### src/rtl/gray_counter.sv
// gray_counter: registered up/down Gray-code counter with Gray-coded load.
// Counts in binary internally. The Gray output is derived from the next binary
// value and registered on the same edge, so bin and gray are never skewed.
// Ports:
//   clk        rising-edge clock
//   rst_n      asynchronous active-low reset (bin, gray, tc forced to 0)
//   en         advance one step this cycle
//   up         direction when en=1 (1 = increment, 0 = decrement)
//   load       synchronous load; takes priority over en
//   load_gray  Gray-coded value to load
//   bin        registered binary count
//   gray       registered Gray count, always bin ^ (bin >> 1)
//   tc         registered one-cycle terminal-count pulse
module gray_counter #(
   parameter int unsigned WIDTH    = 4,
   parameter bit          SATURATE = 1'b0
) (
   input  logic             clk,
   input  logic             rst_n,
   input  logic             en,
   input  logic             up,
   input  logic             load,
   input  logic [WIDTH-1:0] load_gray,
   output logic [WIDTH-1:0] bin,
   output logic [WIDTH-1:0] gray,
   output logic             tc
);

   localparam logic [WIDTH-1:0] MAX_VAL  = '1;
   localparam logic [WIDTH-1:0] ZERO_VAL = '0;

   logic [WIDTH-1:0] bin_q,  bin_d;
   logic [WIDTH-1:0] gray_q, gray_d;
   logic             tc_q,   tc_d;
   logic [WIDTH-1:0] load_bin;

   // Gray-to-binary: each binary bit is the XOR of all Gray bits at or above it.
   always_comb begin
      load_bin = '0;
      for (int i = 0; i < int'(WIDTH); i++) begin
         load_bin[i] = ^(load_gray >> i);
      end
   end

   // Next-state: load > en > hold; tc pulses only on a boundary step.
   always_comb begin
      bin_d = bin_q;
      tc_d  = 1'b0;
      if (load) begin
         bin_d = load_bin;
      end else if (en) begin
         if (up) begin
            if (bin_q == MAX_VAL) begin
               tc_d  = 1'b1;
               bin_d = SATURATE ? bin_q : ZERO_VAL;
            end else begin
               bin_d = bin_q + WIDTH'(1);
            end
         end else begin
            if (bin_q == ZERO_VAL) begin
               tc_d  = 1'b1;
               bin_d = SATURATE ? bin_q : MAX_VAL;
            end else begin
               bin_d = bin_q - WIDTH'(1);
            end
         end
      end
      gray_d = bin_d ^ (bin_d >> 1);
   end

   // State registers.
   always_ff @(posedge clk or negedge rst_n) begin
      if (!rst_n) begin
         bin_q  <= '0;
         gray_q <= '0;
         tc_q   <= 1'b0;
      end else begin
         bin_q  <= bin_d;
         gray_q <= gray_d;
         tc_q   <= tc_d;
      end
   end

   assign bin  = bin_q;
   assign gray = gray_q;
   assign tc   = tc_q;

endmodule
### config.mk
export PLATFORM = sky130hd
export DESIGN_NAME = gray_counter
export DESIGN_NICKNAME = d
export VERILOG_FILES = /design/src/rtl/gray_counter.sv
export SDC_FILE = /design/constraint.sdc
export NUM_CORES = 1
export LEC_CHECK = 0
export CAP_MARGIN = 15
export CORE_AREA = 2 2 39 41
export CTS_CLUSTER_DIAMETER = 120
export DETAILED_ROUTE_END_ITERATION = 8
export DIE_AREA = 0 0 41 43
export HOLD_SLACK_MARGIN = 0.08
export PLACE_DENSITY = 0.83
export SYNTH_ARGS = -nofsm -noshare
export SYNTH_HDL_FRONTEND = slang
export SYNTH_SLANG_ARGS = --single-unit
### constraint.sdc
create_clock -name clk -period 2.65 [get_ports clk]
set_input_delay 0.53 -clock clk [delete_from_list [all_inputs] [get_ports clk]]
set_output_delay 0.53 -clock clk [all_outputs]
set_load 0.005 [all_outputs]
* Word-level counts from Yosys, hierarchy flattened
Cells that the tools add are included.
** Word-level totals
- Register bits :: 9
- Logic and storage cells :: 22
- Input bits :: 9
** Operators by class
- Bitwise operators :: 1
- Multiplexer cells :: 10
- Reductions and logical operators :: 5
- Equal/unequal tests :: 1
- Add/sub/neg operators :: 2
** Operator list (count)
- 4-bit 2-to-1 mux :: 5
- 4-bit parity :: 4
- 1-bit 2-to-1 mux :: 5
- 4-bit by 1-bit adder with 4-bit output, second input constant :: 1
- 4-bit == test, second input constant :: 1
- 4-bit logical NOT :: 1
- 4-bit by 1-bit subtractor with 4-bit output, second input constant :: 1
- 4-bit by 3-bit bitwise XOR with 4-bit output :: 1

* Longest topological paths before layout
Gate-level depths: netlist (run 1).
- Depth in word-level cells :: 6
- Mapped depth :: 7
- Gate-level depth less buffers :: 7

* Worst setup path after synthesis (run 1)
Ideal clock, no wire load.
- Path kind :: reg-to-reg
- Start point :: register bin_q[0] (netlist: bin[0])
- End point :: register gray_q[0] (netlist: gray[0])
- Arrival time :: 1603 ps
- Stages on the path, launching flop included :: 8
- Library setup time :: 79 ps
- Data required time :: 2571 ps
- Slack :: 968 ps
- Clock period less this slack :: 1682 ps
- Cells stage by stage :: dfrtp_1 -> inv_1 -> ha_1 -> or3b_1 -> a21oi_1 -> o22ai_1 -> mux2i_4 -> xor2_1
** Between the ends
- Word-level cells in the longest chain between the ends :: 6
- Elaborated cells on any way between the ends :: 10
** RTL lines
- from (decl) :: line 32 : logic [WIDTH-1:0] bin_q, bin_d;
- from (signal assigned) :: line 78 : bin_q <= bin_d;
- 4-bit by 1-bit subtractor with 4-bit output (tied with other cells) :: line 64 : bin_d = bin_q - WIDTH'(1);
- 4-bit 2-to-1 mux, on equally long branches :: line 60, 53
- 4-bit 2-to-1 mux :: line 52 : if (up) begin
- 4-bit 2-to-1 mux * :: line 51 : end else if (en) begin
- 4-bit 2-to-1 mux * :: line 49 : if (load) begin
- via bin_d[0] :: line 32
- 4-bit by 3-bit bitwise XOR with 4-bit output * :: line 68 : gray_d = bin_d ^ (bin_d >> 1);
- via gray_d[0] :: line 33 : logic [WIDTH-1:0] gray_q, gray_d;
- to (signal assigned) :: line 79 : gray_q <= gray_d;
- to (decl) :: line 33
The timed path passes the listed nets; every way through them passes the cells marked *.

* Worst setup path after layout (run 1)
- Start point :: input port up
- End point :: register gray_q[0] (netlist: gray[0])
** Between the ends
- Word-level cells in the longest chain between the ends :: 4
** RTL lines
- from (decl) :: line 21 : input logic up,
- 4-bit 2-to-1 mux :: line 52
- 4-bit 2-to-1 mux :: line 51
- 4-bit 2-to-1 mux :: line 49
- via bin_d[0] :: line 32
- 4-bit by 3-bit bitwise XOR with 4-bit output :: line 68
- via gray_d[0] :: line 33
The timed path passes the listed nets, and every way through them passes these cells.

==> reports/metrics.yaml, run 1 <==
setup_path:
  path_cells: "clkdlybuf4s50_1 > or3b_1 > a21oi_1 > o22ai_1 > mux2i_4 > xor2_1"
  cpMaxStageDelayCell: "clkdlybuf4s50_1"
  critical_path_class: "in2reg"
  crit_arrival_ns: 2.04
  path_delay_family: "buffers and inverters"
  worst_setup_path_start_kind: "primary input"
  crit_required_ns: 2.83
  crit_path_end_kind: "register"
  max_stage_delay_ns: 0.50
  cp_max_fo: 6
  cp.buffers_inverters: 1
floorplanning:
  start_util_pct: 37.97
  io_pins: 18
  die_w_um: 41
  num_rows: 14
  dieArea_um2: 1763
  core_um2: 1384
  die_y_um: 43
clock_tree:
  cts_buffer_depth: 2
  cts_buffers: 3
  post_cts_resized: 0
  postCtsHoldBufs: 0
  htreeDepth: 1
  clk_latency_ns: 0.25
  root_buffer: "clkbuf_4"
  cts.sinks: 8
  clk_pin_slew_ns: 0.05
  postCtsSetupBuffers: 0
  cts_tree: "yes"
routing:
  wl_met1_um: 477
  routed.top_layer: "met4"
  wl_met2_um: 570
  drtIter0Drc: 1
  vias_per_cell: 4.953
  routedWlPerCell_um: 13.07
  finalWirelength_um: 1124
  vias: 426
  drcViolationCount: 0
  dr.pass1.iters: 2
  route.met3.wl_um: 62
  postRouteAntennaNets: 0
placement:
  place.gp.congestion: 0.7590
  dp_worst_setup_slack_ns: 0.5280
  place_area_um2: 700.7
  dp.final_hpwl_um: 880.1
  placedCellCount: 83
  io_buffer_count: 17
yosys:
  synth_edf_count: 0
  ys_ff_latch: 8
  avgSynthCellArea_um2: 10.11
  ys_types: 25
  syn_nets: 63
  synthFlopType: "dfrtp_1"
  synthCells: 52
  ys_seq_area_share_pct: 38.10
  ys.warnings.count: 0
  ys_async_sr_fraction_pct: 100.0
  synth_area_um2: 525.5
power_and_ir_drop:
  power_density_nw_per_um2: 709.9
  p_leak_uw: 0.0002951
  peakVddDrop_mv: 0.2177
final_layout:
  drive_gt1_share_pct: 8.571
  area_growth_pct: 37.62
  fin_cells: 86
  stdcell_area_um2: 723.2
  antenna_cells: 0
  layout_commonest_cell: "clkdlybuf4s50_1"
  nNetsFinal: 83
  layout_common_cells: "clkdlybuf4s50_1 (17), dfrtp_1 (8), xnor2_1 (7)"
timing:
  fin_ws_ns: 0.7926
  slew-limit-headroom_pct: 76.23
  slew_viol_final: 0
  setup_tns_ns: 0
  finalHoldViolCount: 0
  setup_viol: 0
  fin_crit_sh_pct: 70.09
  fin_crit_ns: 1.857
  fmax_ghz: 0.5384
  tightest_slew_ns: 0.3555
  fin_skew_ns: 0.004148
  holdWs_ns: 0.5504
  rsz0062_at_grt: "no"
grt:
  antenna_found_initial: 0
  grt_remaining_overflow: 0
  grt_pass1_vias: 430
  grt_pass1_wl_um: 1842
  grt_max_degree: 10
  groute.usage.overall_pct: 15.79
outcome:
  status: "complete, no violations"
worst_hold_path:
  hold_class: "in2async"
flow_run:
  cap_violations: 0
==> where the power goes <==
part / switching, µW / internal, µW / total, µW
Sequential: 33.8 / 156 / 190
Clock: 40.2 / 51.7 / 92.0
Combinational: 95.2 / 136 / 232
Total: 169 / 344 / 513
==> cell type report <==
class                      count  area (µm²)
clock buffer                   3       22.52
timing repair buffer          17       170.2
inverter                       4       15.01
fill                         140       660.6
tap                           16       20.02
sequential                     8       200.2
multi-input combinational     38       295.3
==> registers in the layout, indices dropped and copies added (netlist names) <==
register and cells:
tc 1, gray 3, bin 4
==> Yosys cell counts, types with 2 or more instances <==
master    instances  area, µm²
ha_1              2      25.02
nor2_1            3      11.26
a21oi_1           4      20.02
dfrtp_1           8      200.2
o21ai_0           3      15.01
inv_1             4      15.01
nand2b_1          2      12.51
xnor2_1           7      61.31
nand2_1           3      11.26
==> per-layer routing <==
| layer | vias to the layer above | GRT usage [%] |
|---|---|---|
| met4 | 0 | 10.00 |
| met3 | 2 | 2.094 |
| met1 | 188 | 18.81 |
| li1 | 219 | - |
| met2 | 17 | 25.00 |
| met5 | - | 0 |
==> cells by family (layout without fill, tap and decap cells) <==
| kind of cell | Yosys count | after routing | synth area share (%) |
|---|---|---|---|
| buffers and inverters | 6 | 24 | 5.715 |
| DFF | 8 | 8 | 38.09 |
| muxes | 3 | 3 | 8.333 |
| and+or+nand+nor | 12 | 12 | 12.14 |
| adders and majority gates | 2 | 2 | 4.761 |
| AOI/OAI and AO/OA | 13 | 13 | 17.62 |
| xor gates and xnor gates | 8 | 8 | 13.33 |
==> worst register-to-register path, delay by kind of cell, from the launching register on <==
kind / cells / cell delay, ns
AOI/OAI and AO/OA: 2 / 0.27
buffers and inverters: 1 / 0.13
and+or+nand+nor: 1 / 0.36
adders and majority gates: 1 / 0.18
xor gates and xnor gates: 1 / 0.15
muxes: 1 / 0.18
DFF: 1 / 0.46
==> path summary, 6_finish.rpt <==
path | from | end | slack [ns] | depth (start not counted)
setup / recovery | up | gray[0] | 0.79 | 6
hold / removal | rst_n | tc | 0.55 | 1
setup reg to reg | bin[0] | gray[0] | 0.84 | 7
hold reg to reg | bin[2] | tc | 0.72 | 2
max in group asynchronous | rst_n | bin[1] | 1.84 | 1
min in group clk | bin[2] | tc | 0.72 | 2
==> stage by stage <==
stage               util [%]  power, µW
finish                 52.26      513.4
global route           52.26      554.9
CTS                    52.26      521.2
detailed placement     50.63      425.6
global placement       50.63      418.1
floorplan                  -      314.4
(Power assumes the default switching activity.)
==> run 2, diff against run 1 <==
clock period = 1.77 ns   (was 2.65 ns; I/O delays follow)
==> run 2 against run 1 <==
Effect of this change: global-route usage up 0.47 points; setup slack got worse by 0.73 ns; clock-buffer cell count is the same; cell area increased by 12%; clock power increased by 52%; hold slack worse by 0.18 ns; sequential power up 45%; clock skew barely moved; register-to-register slack worse by 0.77 ns; combinational power grew 85%; sequential share of layout area down 2.7 points; sequential cell count unchanged; critical endpoint unchanged; largest cell class unchanged; largest power group unchanged.
==> reports/metrics.yaml, run 2 (synthesis results as in run 1) <==
outcome:
  status: "complete, no violations"
grt:
  grt_pass1_wl_um: 1890  # +2.6%
  grt_remaining_overflow: 0  # unchanged
  grt_pass1_vias: 447  # +4.0%
  antenna_found_initial: 0  # unchanged
  groute.usage.overall_pct: 16.26  # +0.47 points
  grt_max_degree: 10  # unchanged
floorplanning:
  core_um2: 1384  # unchanged
  start_util_pct: 37.97  # unchanged
  die_y_um: 43  # unchanged
  die_w_um: 41  # unchanged
  io_pins: 18  # unchanged
  num_rows: 14  # unchanged
  dieArea_um2: 1763  # unchanged
timing:
  rsz0062_at_grt: "yes"
  holdWs_ns: 0.3696  # -0.1808 ns
  tightest_slew_ns: 0.3495  # -0.005975 ns
  setup_viol: 0  # unchanged
  slew_viol_final: 0  # unchanged
  fmax_ghz: 0.5866
  fin_skew_ns: 0.004232  # +0.00008399 ns
  fin_crit_sh_pct: 96.32
  finalHoldViolCount: 0  # unchanged
  slew-limit-headroom_pct: 76.63  # +0.40 points
  fin_crit_ns: 1.705
final_layout:
  layout_common_cells: "clkdlybuf4s50_1 (17), buf_4 (9), xnor2_1 (7), dfrtp_1 (7)"
  drive_gt1_share_pct: 27.85  # +19 points
  fill_cells: 130  # -7.1%
  layout_commonest_cell: "clkdlybuf4s50_1"
  area_growth_pct: 53.57
  nNetsFinal: 92  # +11%
  antenna_cells: 0  # unchanged
  largest_reg_flops: 4  # unchanged
  stdcell_area_um2: 807.0  # +12%
setup_path:
  critical_path_class: "reg2reg"
  cp_max_fo: 4  # -2
  rr_startpoint: "bin[0]"
  regToRegEndpoint: "gray[0]"
  crit_start: "bin[0]"
  worst_setup_path_start_kind: "register"
  crit_arrival_ns: 1.89  # -0.15 ns
  reg2reg_slack_ns: 0.07  # -0.77 ns
  crit_path_end_kind: "register"
  crit_end: "gray[0]"
  crit_required_ns: 1.95  # -0.88 ns
  rr_worst_depth: 7  # unchanged
power_and_ir_drop:
  p_leak_uw: 0.0003381  # +15%
  pwr-share-clk_pct: 16.5  # -1.4 points
  p_seq_share_pct: 32.6  # -4.4 points
  p_switching_uw: 276.7  # +64%
  p_int_uw: 569.4  # +65%
  netSwitchingFraction_pct: 32.71  # -0.26 points
  peakVddDrop_mv: 0.3914  # +80%
  comb_power_share_pct: 50.8  # +5.7 points
  power_density_nw_per_um2: 1048  # +48%
routing:
  wl_met2_um: 617  # +8.2%
  wl_met1_um: 519  # +8.8%
  drtIter0Drc: 5  # +4
  dr.pass1.iters: 3  # +1
  vias: 472  # +11%
  routed.top_layer: "met4"
  vias_per_cell: 4.968  # +0.30%
  drcViolationCount: 0  # unchanged
  finalWirelength_um: 1251  # +11%
  route.met3.wl_um: 65  # +4.8%
  postRouteAntennaNets: 0  # unchanged
  routedWlPerCell_um: 13.17  # +0.75%
clock_tree:
  cts_buffer_depth: 2  # unchanged
  cts_tree: "yes"
  postCtsHoldBufs: 0  # unchanged
  clk_latency_ns: 0.26  # about the same
  clk_pin_slew_ns: 0.05  # about the same
  cts_buffers: 3  # unchanged
  cts.sinks: 8  # unchanged
  root_buffer: "clkbuf_4"
  htreeDepth: 1  # unchanged
placement:
  dp.final_hpwl_um: 991  # +13%
  place_area_um2: 760.7  # +8.6%
  place.gp.congestion: 0.7548  # -0.55%
  io_buffer_count: 17  # unchanged
flow_run:
  cap_violations: 0  # unchanged
worst_hold_path:
  hold_class: "in2async"
[run 2: final cells by class]
type / instances / area (µm²) / share of cell area, %
repair buffers: 26 / 237.7 / 29.46
multi-input cells: 38 / 310.3 / 38.45
inverters: 4 / 15.01 / 1.860
well taps: 16 / 20.02 / 2.481
clock buffers: 3 / 22.52 / 2.791
flip-flops and latches: 8 / 201.4 / 24.96
[run 2: metrics by stage]
step / cells / total power (µW) / utilization, % / setup TNS (ns) / setup WS [ns]
floorplan: 52 / 470.7 / - / 0 / 0.08764
global placement: 91 / 672.4 / 54.97 / -0.3446 / -0.1191
detailed placement: 91 / 683.6 / 54.97 / -0.4257 / -0.1502
CTS: 94 / 827.6 / 56.60 / 0 / 0.02390
global route: 95 / 908.4 / 58.32 / -0.01208 / -0.006374
finish: 95 / 846.1 / 58.32 / 0 / 0.06518
[run 2: critical path: stages, from the launching register on]
cell     delay (ns)
dfrtp_2        0.43
inv_2          0.07
ha_2           0.17
or3b_4         0.38
a21oi_2        0.14
o22ai_2        0.10
mux2i_4        0.17
xor2_1         0.16
[run 2: how the worst min path moves through the flow]
stage	depth (start not counted)	endpoint	start
2_1_floorplan	0	bin[0]	rst_n
3_3_place_gp	1	bin[3]	rst_n
3_5_place_dp	1	bin[2]	rst_n
4_1_cts	1	bin[0]	rst_n
5_1_grt	1	gray[0]	rst_n
6_report	1	gray[0]	rst_n
[run 2: power groups by stage]
stage	combinational, µW	sequential (µW)	clock (µW)
3_3_place_gp	399	273	0
6_report	430	276	140
3_5_place_dp	408	275	0
2_1_floorplan	190	281	0
4_1_cts	411	272	144
5_1_grt	472	283	153
[run 2: what timing repair did]
| action | CTS | global route |
|---|---|---|
| endpoints found under the setup margin | 0 | 1 |
| setup buffers | 0 | 1 |
| resized for setup | 0 | 7 |
[run 2: metal layers]
| metal | GRT usage [%] | vias to the layer above |
|---|---|---|
| li1 | - | 235 |
| met5 | 0 | - |
| met3 | 1.571 | 4 |
| met2 | 25.94 | 19 |
| met1 | 19.34 | 214 |
| met4 | 10.67 | 0 |
